===== src/rtl/mips_mc_ctrl_if.sv =====
// mips_mc_ctrl_if: instruction-side inputs and datapath-control outputs of the multicycle controller.
interface mips_mc_ctrl_if #(parameter int CNT_W = 16);
  logic             start;
  logic [31:0]      instr;
  logic             zero;
  logic [7:0]       pc;
  logic [31:0]      ir;
  logic             ir_write;
  logic             reg_write;
  logic             mem_read;
  logic             mem_write;
  logic             alu_src_b;
  logic             reg_dst;
  logic             mem_to_reg;
  logic [2:0]       alu_op;
  logic [2:0]       state;
  logic             done;
  logic             err;
  logic [CNT_W-1:0] instr_count;
  modport master (
    output start, instr, zero,
    input  pc, ir, ir_write, reg_write, mem_read, mem_write, alu_src_b,
           reg_dst, mem_to_reg, alu_op, state, done, err, instr_count
  );
  modport slave (
    input  start, instr, zero,
    output pc, ir, ir_write, reg_write, mem_read, mem_write, alu_src_b,
           reg_dst, mem_to_reg, alu_op, state, done, err, instr_count
  );
endinterface


===== src/rtl/mips_mc_ctrl.sv =====
// mips_mc_ctrl: multicycle MIPS-subset controller (add/sub/and/or/slt, lw, sw, beq) with halt and error detection.
module mips_mc_ctrl #(parameter int CNT_W = 16) (
  input  logic          clk,
  input  logic          rst_n,
  mips_mc_ctrl_if.slave bus
);
  typedef enum logic [2:0] {
    S_IDLE, S_FETCH, S_DECODE, S_EXEC, S_MEM, S_WB, S_HALT, S_BAD
  } state_e;
  state_e           state_q, state_d;
  logic [7:0]       pc_q, pc_d;
  logic [31:0]      ir_q, ir_d;
  logic [CNT_W-1:0] cnt_q, cnt_d;
  logic             done_q, done_d, err_q, err_d;
  logic [5:0]       op, funct;
  logic             is_r, is_lw, is_sw, is_beq, retire;
  logic [2:0]       alu_r;
  assign op     = ir_q[31:26];
  assign funct  = ir_q[5:0];
  assign is_lw  = op == 6'h23;
  assign is_sw  = op == 6'h2b;
  assign is_beq = op == 6'h04;
  always_comb begin
    alu_r = funct == 6'h20 ? 3'b000 :
            funct == 6'h22 ? 3'b001 :
            funct == 6'h24 ? 3'b010 :
            funct == 6'h25 ? 3'b011 :
            funct == 6'h2a ? 3'b100 : 3'b111;
    is_r  = op == 6'h00 && alu_r != 3'b111;
  end
  always_ff @(posedge clk) begin
    if (!rst_n) begin
      state_q <= S_IDLE;
      pc_q    <= '0;
      ir_q    <= '0;
      cnt_q   <= '0;
      done_q  <= 1'b0;
      err_q   <= 1'b0;
    end else begin
      state_q <= state_d;
      pc_q    <= pc_d;
      ir_q    <= ir_d;
      cnt_q   <= cnt_d;
      done_q  <= done_d;
      err_q   <= err_d;
    end
  end
  always_comb begin
    state_d = state_q;
    pc_d    = pc_q;
    ir_d    = ir_q;
    done_d  = done_q;
    err_d   = err_q;
    case (state_q)
      S_IDLE:   state_d = bus.start ? S_FETCH : S_IDLE;
      S_FETCH: begin
        ir_d    = bus.instr;
        pc_d    = pc_q + 8'd1;
        state_d = S_DECODE;
      end
      S_DECODE: begin
        state_d = (is_r || is_lw || is_sw || is_beq) && ir_q != '0 ? S_EXEC : S_HALT;
        done_d  = ir_q == '0;
        err_d   = ir_q != '0 && !(is_r || is_lw || is_sw || is_beq);
      end
      S_EXEC: begin
        state_d = is_r ? S_WB : (is_lw || is_sw) ? S_MEM : S_FETCH;
        pc_d    = is_beq && bus.zero ? pc_q + ir_q[7:0] : pc_q;
      end
      S_MEM:    state_d = is_lw ? S_WB : S_FETCH;
      S_WB:     state_d = S_FETCH;
      S_HALT:   state_d = S_HALT;
      default: begin
        state_d = S_HALT;
        err_d   = 1'b1;
      end
    endcase
    retire = state_d == S_FETCH && (state_q == S_EXEC || state_q == S_MEM || state_q == S_WB);
    cnt_d  = retire && !(&cnt_q) ? cnt_q + 1'b1 : cnt_q;
  end
  // Strobes are pure decodes of the current state and latched instruction.
  always_comb begin
    bus.ir_write   = state_q == S_FETCH;
    bus.mem_read   = state_q == S_MEM && is_lw;
    bus.mem_write  = state_q == S_MEM && is_sw;
    bus.reg_write  = state_q == S_WB;
    bus.reg_dst    = state_q == S_WB && is_r;
    bus.mem_to_reg = state_q == S_WB && is_lw;
    bus.alu_src_b  = state_q == S_EXEC && (is_lw || is_sw);
    bus.alu_op     = state_q != S_EXEC ? 3'b000 : is_r ? alu_r : is_beq ? 3'b001 : 3'b000;
  end
  assign bus.pc          = pc_q;
  assign bus.ir          = ir_q;
  assign bus.state       = state_q;
  assign bus.done        = done_q;
  assign bus.err         = err_q;
  assign bus.instr_count = cnt_q;
endmodule

===== src/flat_wrapper.sv =====
// flat-port wrapper written by rule: the top's interface ports become plain ports
module mips_mc_ctrl_flat 
#(parameter int CNT_W = 16)
  (clk, rst_n, bus_start, bus_instr, bus_zero, bus_pc, bus_ir, bus_ir_write, bus_reg_write, bus_mem_read, bus_mem_write, bus_alu_src_b, bus_reg_dst, bus_mem_to_reg, bus_alu_op, bus_state, bus_done, bus_err, bus_instr_count);
  mips_mc_ctrl_if #(.CNT_W(CNT_W)) bus_i ();
  input  logic clk;
  input  logic rst_n;
  input wire logic [$bits(bus_i.start)-1:0] bus_start;
  input wire logic [$bits(bus_i.instr)-1:0] bus_instr;
  input wire logic [$bits(bus_i.zero)-1:0] bus_zero;
  output wire logic [$bits(bus_i.pc)-1:0] bus_pc;
  output wire logic [$bits(bus_i.ir)-1:0] bus_ir;
  output wire logic [$bits(bus_i.ir_write)-1:0] bus_ir_write;
  output wire logic [$bits(bus_i.reg_write)-1:0] bus_reg_write;
  output wire logic [$bits(bus_i.mem_read)-1:0] bus_mem_read;
  output wire logic [$bits(bus_i.mem_write)-1:0] bus_mem_write;
  output wire logic [$bits(bus_i.alu_src_b)-1:0] bus_alu_src_b;
  output wire logic [$bits(bus_i.reg_dst)-1:0] bus_reg_dst;
  output wire logic [$bits(bus_i.mem_to_reg)-1:0] bus_mem_to_reg;
  output wire logic [$bits(bus_i.alu_op)-1:0] bus_alu_op;
  output wire logic [$bits(bus_i.state)-1:0] bus_state;
  output wire logic [$bits(bus_i.done)-1:0] bus_done;
  output wire logic [$bits(bus_i.err)-1:0] bus_err;
  output wire logic [$bits(bus_i.instr_count)-1:0] bus_instr_count;
  assign bus_i.start = bus_start;
  assign bus_i.instr = bus_instr;
  assign bus_i.zero = bus_zero;
  assign bus_pc = bus_i.pc;
  assign bus_ir = bus_i.ir;
  assign bus_ir_write = bus_i.ir_write;
  assign bus_reg_write = bus_i.reg_write;
  assign bus_mem_read = bus_i.mem_read;
  assign bus_mem_write = bus_i.mem_write;
  assign bus_alu_src_b = bus_i.alu_src_b;
  assign bus_reg_dst = bus_i.reg_dst;
  assign bus_mem_to_reg = bus_i.mem_to_reg;
  assign bus_alu_op = bus_i.alu_op;
  assign bus_state = bus_i.state;
  assign bus_done = bus_i.done;
  assign bus_err = bus_i.err;
  assign bus_instr_count = bus_i.instr_count;
  mips_mc_ctrl #(.CNT_W(CNT_W)) u_core (.clk(clk), .rst_n(rst_n), .bus(bus_i));
endmodule

===== config.mk =====
export PLATFORM = sky130hd
export DESIGN_NAME = mips_mc_ctrl_flat
export DESIGN_NICKNAME = d
export VERILOG_FILES = /design/src/rtl/mips_mc_ctrl_if.sv /design/src/rtl/mips_mc_ctrl.sv /design/src/flat_wrapper.sv
export SDC_FILE = /design/constraint.sdc
export NUM_CORES = 1
export LEC_CHECK = 0
export CORE_MARGIN = 8
export CORE_UTILIZATION = 45
export CTS_BUF_LIST = sky130_fd_sc_hd__clkbuf_8
export CTS_CLUSTER_DIAMETER = 30
export DETAILED_ROUTE_END_ITERATION = 12
export HOLD_SLACK_MARGIN = 0.03
export PLACE_DENSITY_LB_ADDON = 0.1
export RECOVER_POWER = 100
export SLEW_MARGIN = 20
export SYNTH_ARGS = -nofsm -noshare
export SYNTH_HDL_FRONTEND = slang
export SYNTH_SLANG_ARGS = --single-unit

===== constraint.sdc =====
create_clock -name clk -period 2.8 [get_ports clk]
set_input_delay 0.28 -clock clk [delete_from_list [all_inputs] [get_ports clk]]
set_output_delay 0.28 -clock clk [all_outputs]
set_load 0.02 [all_outputs]

==> impl_metrics.ini <==
[final_layout]
n_fill_cell = 595
antenna_cells = 0
drive_gt1_share_pct = 7.54
final_common_cell = nand2_1
area_delta_synth_final_pct = 43.5
stdcell_count = 613
final_cell_mix = 97 x nand2_1, 65 x dlygate4sd3_1, 61 x dfxtp_1, 47 x a21oi_1, 36 x clkdlybuf4s50_1
fin_nets = 557

[routing]
drc_errors = 0
drtPass1Iterations = 4
vias_per_cell = 5.34
routed_wl_um = 9600
first_iter_violations = 189
vias = 3271
routedWlPerCell_um = 15.7
detail-route-antenna-nets = 0

[logic_synthesis]
ys.flop_type = dfxtp_1
syn_area_per_cell_um2 = 7.90
synthMuxAreaShare_pct = 3.79
yosys.area.top_type_share_pct = 38.5
synth_compound_area_share_pct = 16.8
seq_area_frac_synth_pct = 38.5
ys_ff_latch = 61
synth_simple_gate_area_share_pct = 32.7
synthArstFlopShare_pct = 0
synth.net_count = 446
yosysWarnings = 0
synthAdderAreaFrac_pct = 3.79
synth_top_family_by_area = simple AND/OR/NAND/NOR gates
ys_types = 53
synthTopCellsByArea = dfxtp_1 39%, nand2_1 11%, a21oi_1 7.4%
synth_xor_area_share_pct = 0.553
synth_edf_count = 0
netlist_area_um2 = 3170
synthCells = 401
post-synth-top-area-cell = dfxtp_1

[critical_path]
worstSetupStartpointType = flop
critPathArrivalTime_ps = 2430
worstPathMaxFanout = 6
path_class = flop to output pin
r2r_slack_ps = 230
endpoint_kind = output pin
crit_required_ps = 2520

[clocking]
clk_pin_slew_ps = 60
cts_hold_buf = 0
postCtsSetupRepairBufs = 0
cts-root-buf = clkbuf_8
cts_buffers = 9
cts_tree = done
h-tree-depth = 3
clk_latency_ps = 340
cts.sinks = 61
clk_path_buf_depth = 2

[pwr]
p_seq_share_pct = 42.2
ir_worst_vdd_mv = 0.291
switchingPower_mw = 0.755
p_leak_nw = 1.83
netSwitchingFraction_pct = 32.0
p_per_area_nw_per_um2 = 518
pwr-share-clk_pct = 32.9
p_total_mw = 2.36
intPower_mw = 1.60
combPwrFrac_pct = 24.9

[placement]
place_inst = 597
hpwl_um = 7140
place_ws_ps = 136
place_congestion = 0.865
io_buffers = 106

[sta]
finalSetupViolCount = 0
drv_slew = 34
fin_tns_setup_ps = 0
final_hold_viol_count = 0
tightestPinTransition_ps = 1520
fmax_mhz = 368
skew_ps = 11.1
setup_slack_ps = 85.3
period_needed_ps = 2710
relSlewSlack_pct = -1.10
rsz0062_at_grt = false
period_share_pct = 97.0

[run_status]
status = complete, but fails checks
violations = max-capacitance violations, max-slew violations

[global_route]
grt_max_degree = 47
antenna_found_initial = 0
grt_pass1_vias = 3254
grt_first_pass_wirelength_um = 15900
grt_usage_pct = 19.9
grt_overflow_total = 0

[die]
die_w_um = 99.9
die_h_um = 99.9
die_area_um2 = 9980
initial_core_util_pct = 46.6
ios = 107
rows = 30
coreArea_um2 = 6790

[job]
max_cap_viol_count = 1

[min_path]
hold_class = flop to flop
## metal layers
layer  vias up  routed length [µm]  track usage [%]
li1       1660                   -                -
met1      1505                4150             24.0
met2        96                4360             30.5
met3        10                 968             9.90
met4         0                 121             5.24
met5         -                   0                0
## Yosys cell counts, drive strengths merged, types with 5 or more instances
library cell  number
nand2             97
dfxtp             61
a21oi             47
nand2b            16
nor4              15
clkbuf            13
mux2i             12
inv               10
nor2              10
nor3               9
and2               8
ha                 8
nand3              7
or4                7
nand4              6
nor2b              6
o21ai              6
o31ai              6
and3               5
buf                5
o2111ai            5
## what timing repair did
action | CTS | global route
cloned | 0 | 0
gates resized for setup | 4 | 3
endpoints found under the setup margin | 6 | 3
## through the flow
step	hold slack [ps]	cell area [µm²]	utilization [%]
finish	468	4550	66.9
global route	465	4550	66.9
CTS	470	4560	67.1
detailed placement	458	4360	64.2
global placement	443	4360	64.2
floorplan	416	3170	-
## sequential cells by signal, indices dropped and copies added (netlist names)
signal / flops
u_core.bus.err: 1
u_core.bus.ir: 32
u_core.bus.state: 3
u_core.bus.done: 1
u_core.bus.pc: 8
u_core.bus.instr_count: 16
## worst max-delay path, stage by stage, from the launching register on
cell and delay, ps:
dfxtp_1 330, or4_4 550, or4_2 610, and4b_1 270
dlygate4sd2_1 340
## kinds of logic (layout without fill, tap and decap cells)
family	count (synthesis)	in the layout
AND/OR/NAND/NOR	202	202
buffers and inverters	29	145
XOR/XNOR	2	2
AO/OA/AOI/OAI	86	86
multiplexers	12	12
adder cells (fa/ha/maj)	9	9
flip-flops	61	61
## layout make-up
cell class	instances	area (µm²)	area share (%)
multi-input combinational	311	1840	40.4
clock buffer	10	138	3.03
sequential	61	1220	26.9
clock inverter	6	55.1	1.21
timing repair buffer	118	1140	25.0
inverter	11	41.3	0.908
tap	96	120	2.64
## final timing paths
kind / from / endpoint / cells past startpoint
hold / removal: u_core.bus.ir[24] / u_core.bus.ir[24] / 2
hold reg to reg: u_core.bus.ir[24] / u_core.bus.ir[24] / 2
setup / recovery: u_core.bus.ir[26] / bus_alu_op[1] / 4
setup reg to reg: u_core.bus.ir[26] / u_core.bus.instr_count[1] / 6
## power by group through the flow
stage / combinational [mW] / clock [mW] / sequential (mW)
5_1_grt: 0.639 / 0.840 / 1.01
3_5_place_dp: 0.619 / 0 / 1.02
6_report: 0.587 / 0.775 / 0.995
3_3_place_gp: 0.611 / 0 / 1.01
2_1_floorplan: 0.272 / 0 / 1.08
4_1_cts: 0.623 / 0.791 / 0.997
Note: power is estimated with default switching activity, not from simulation.
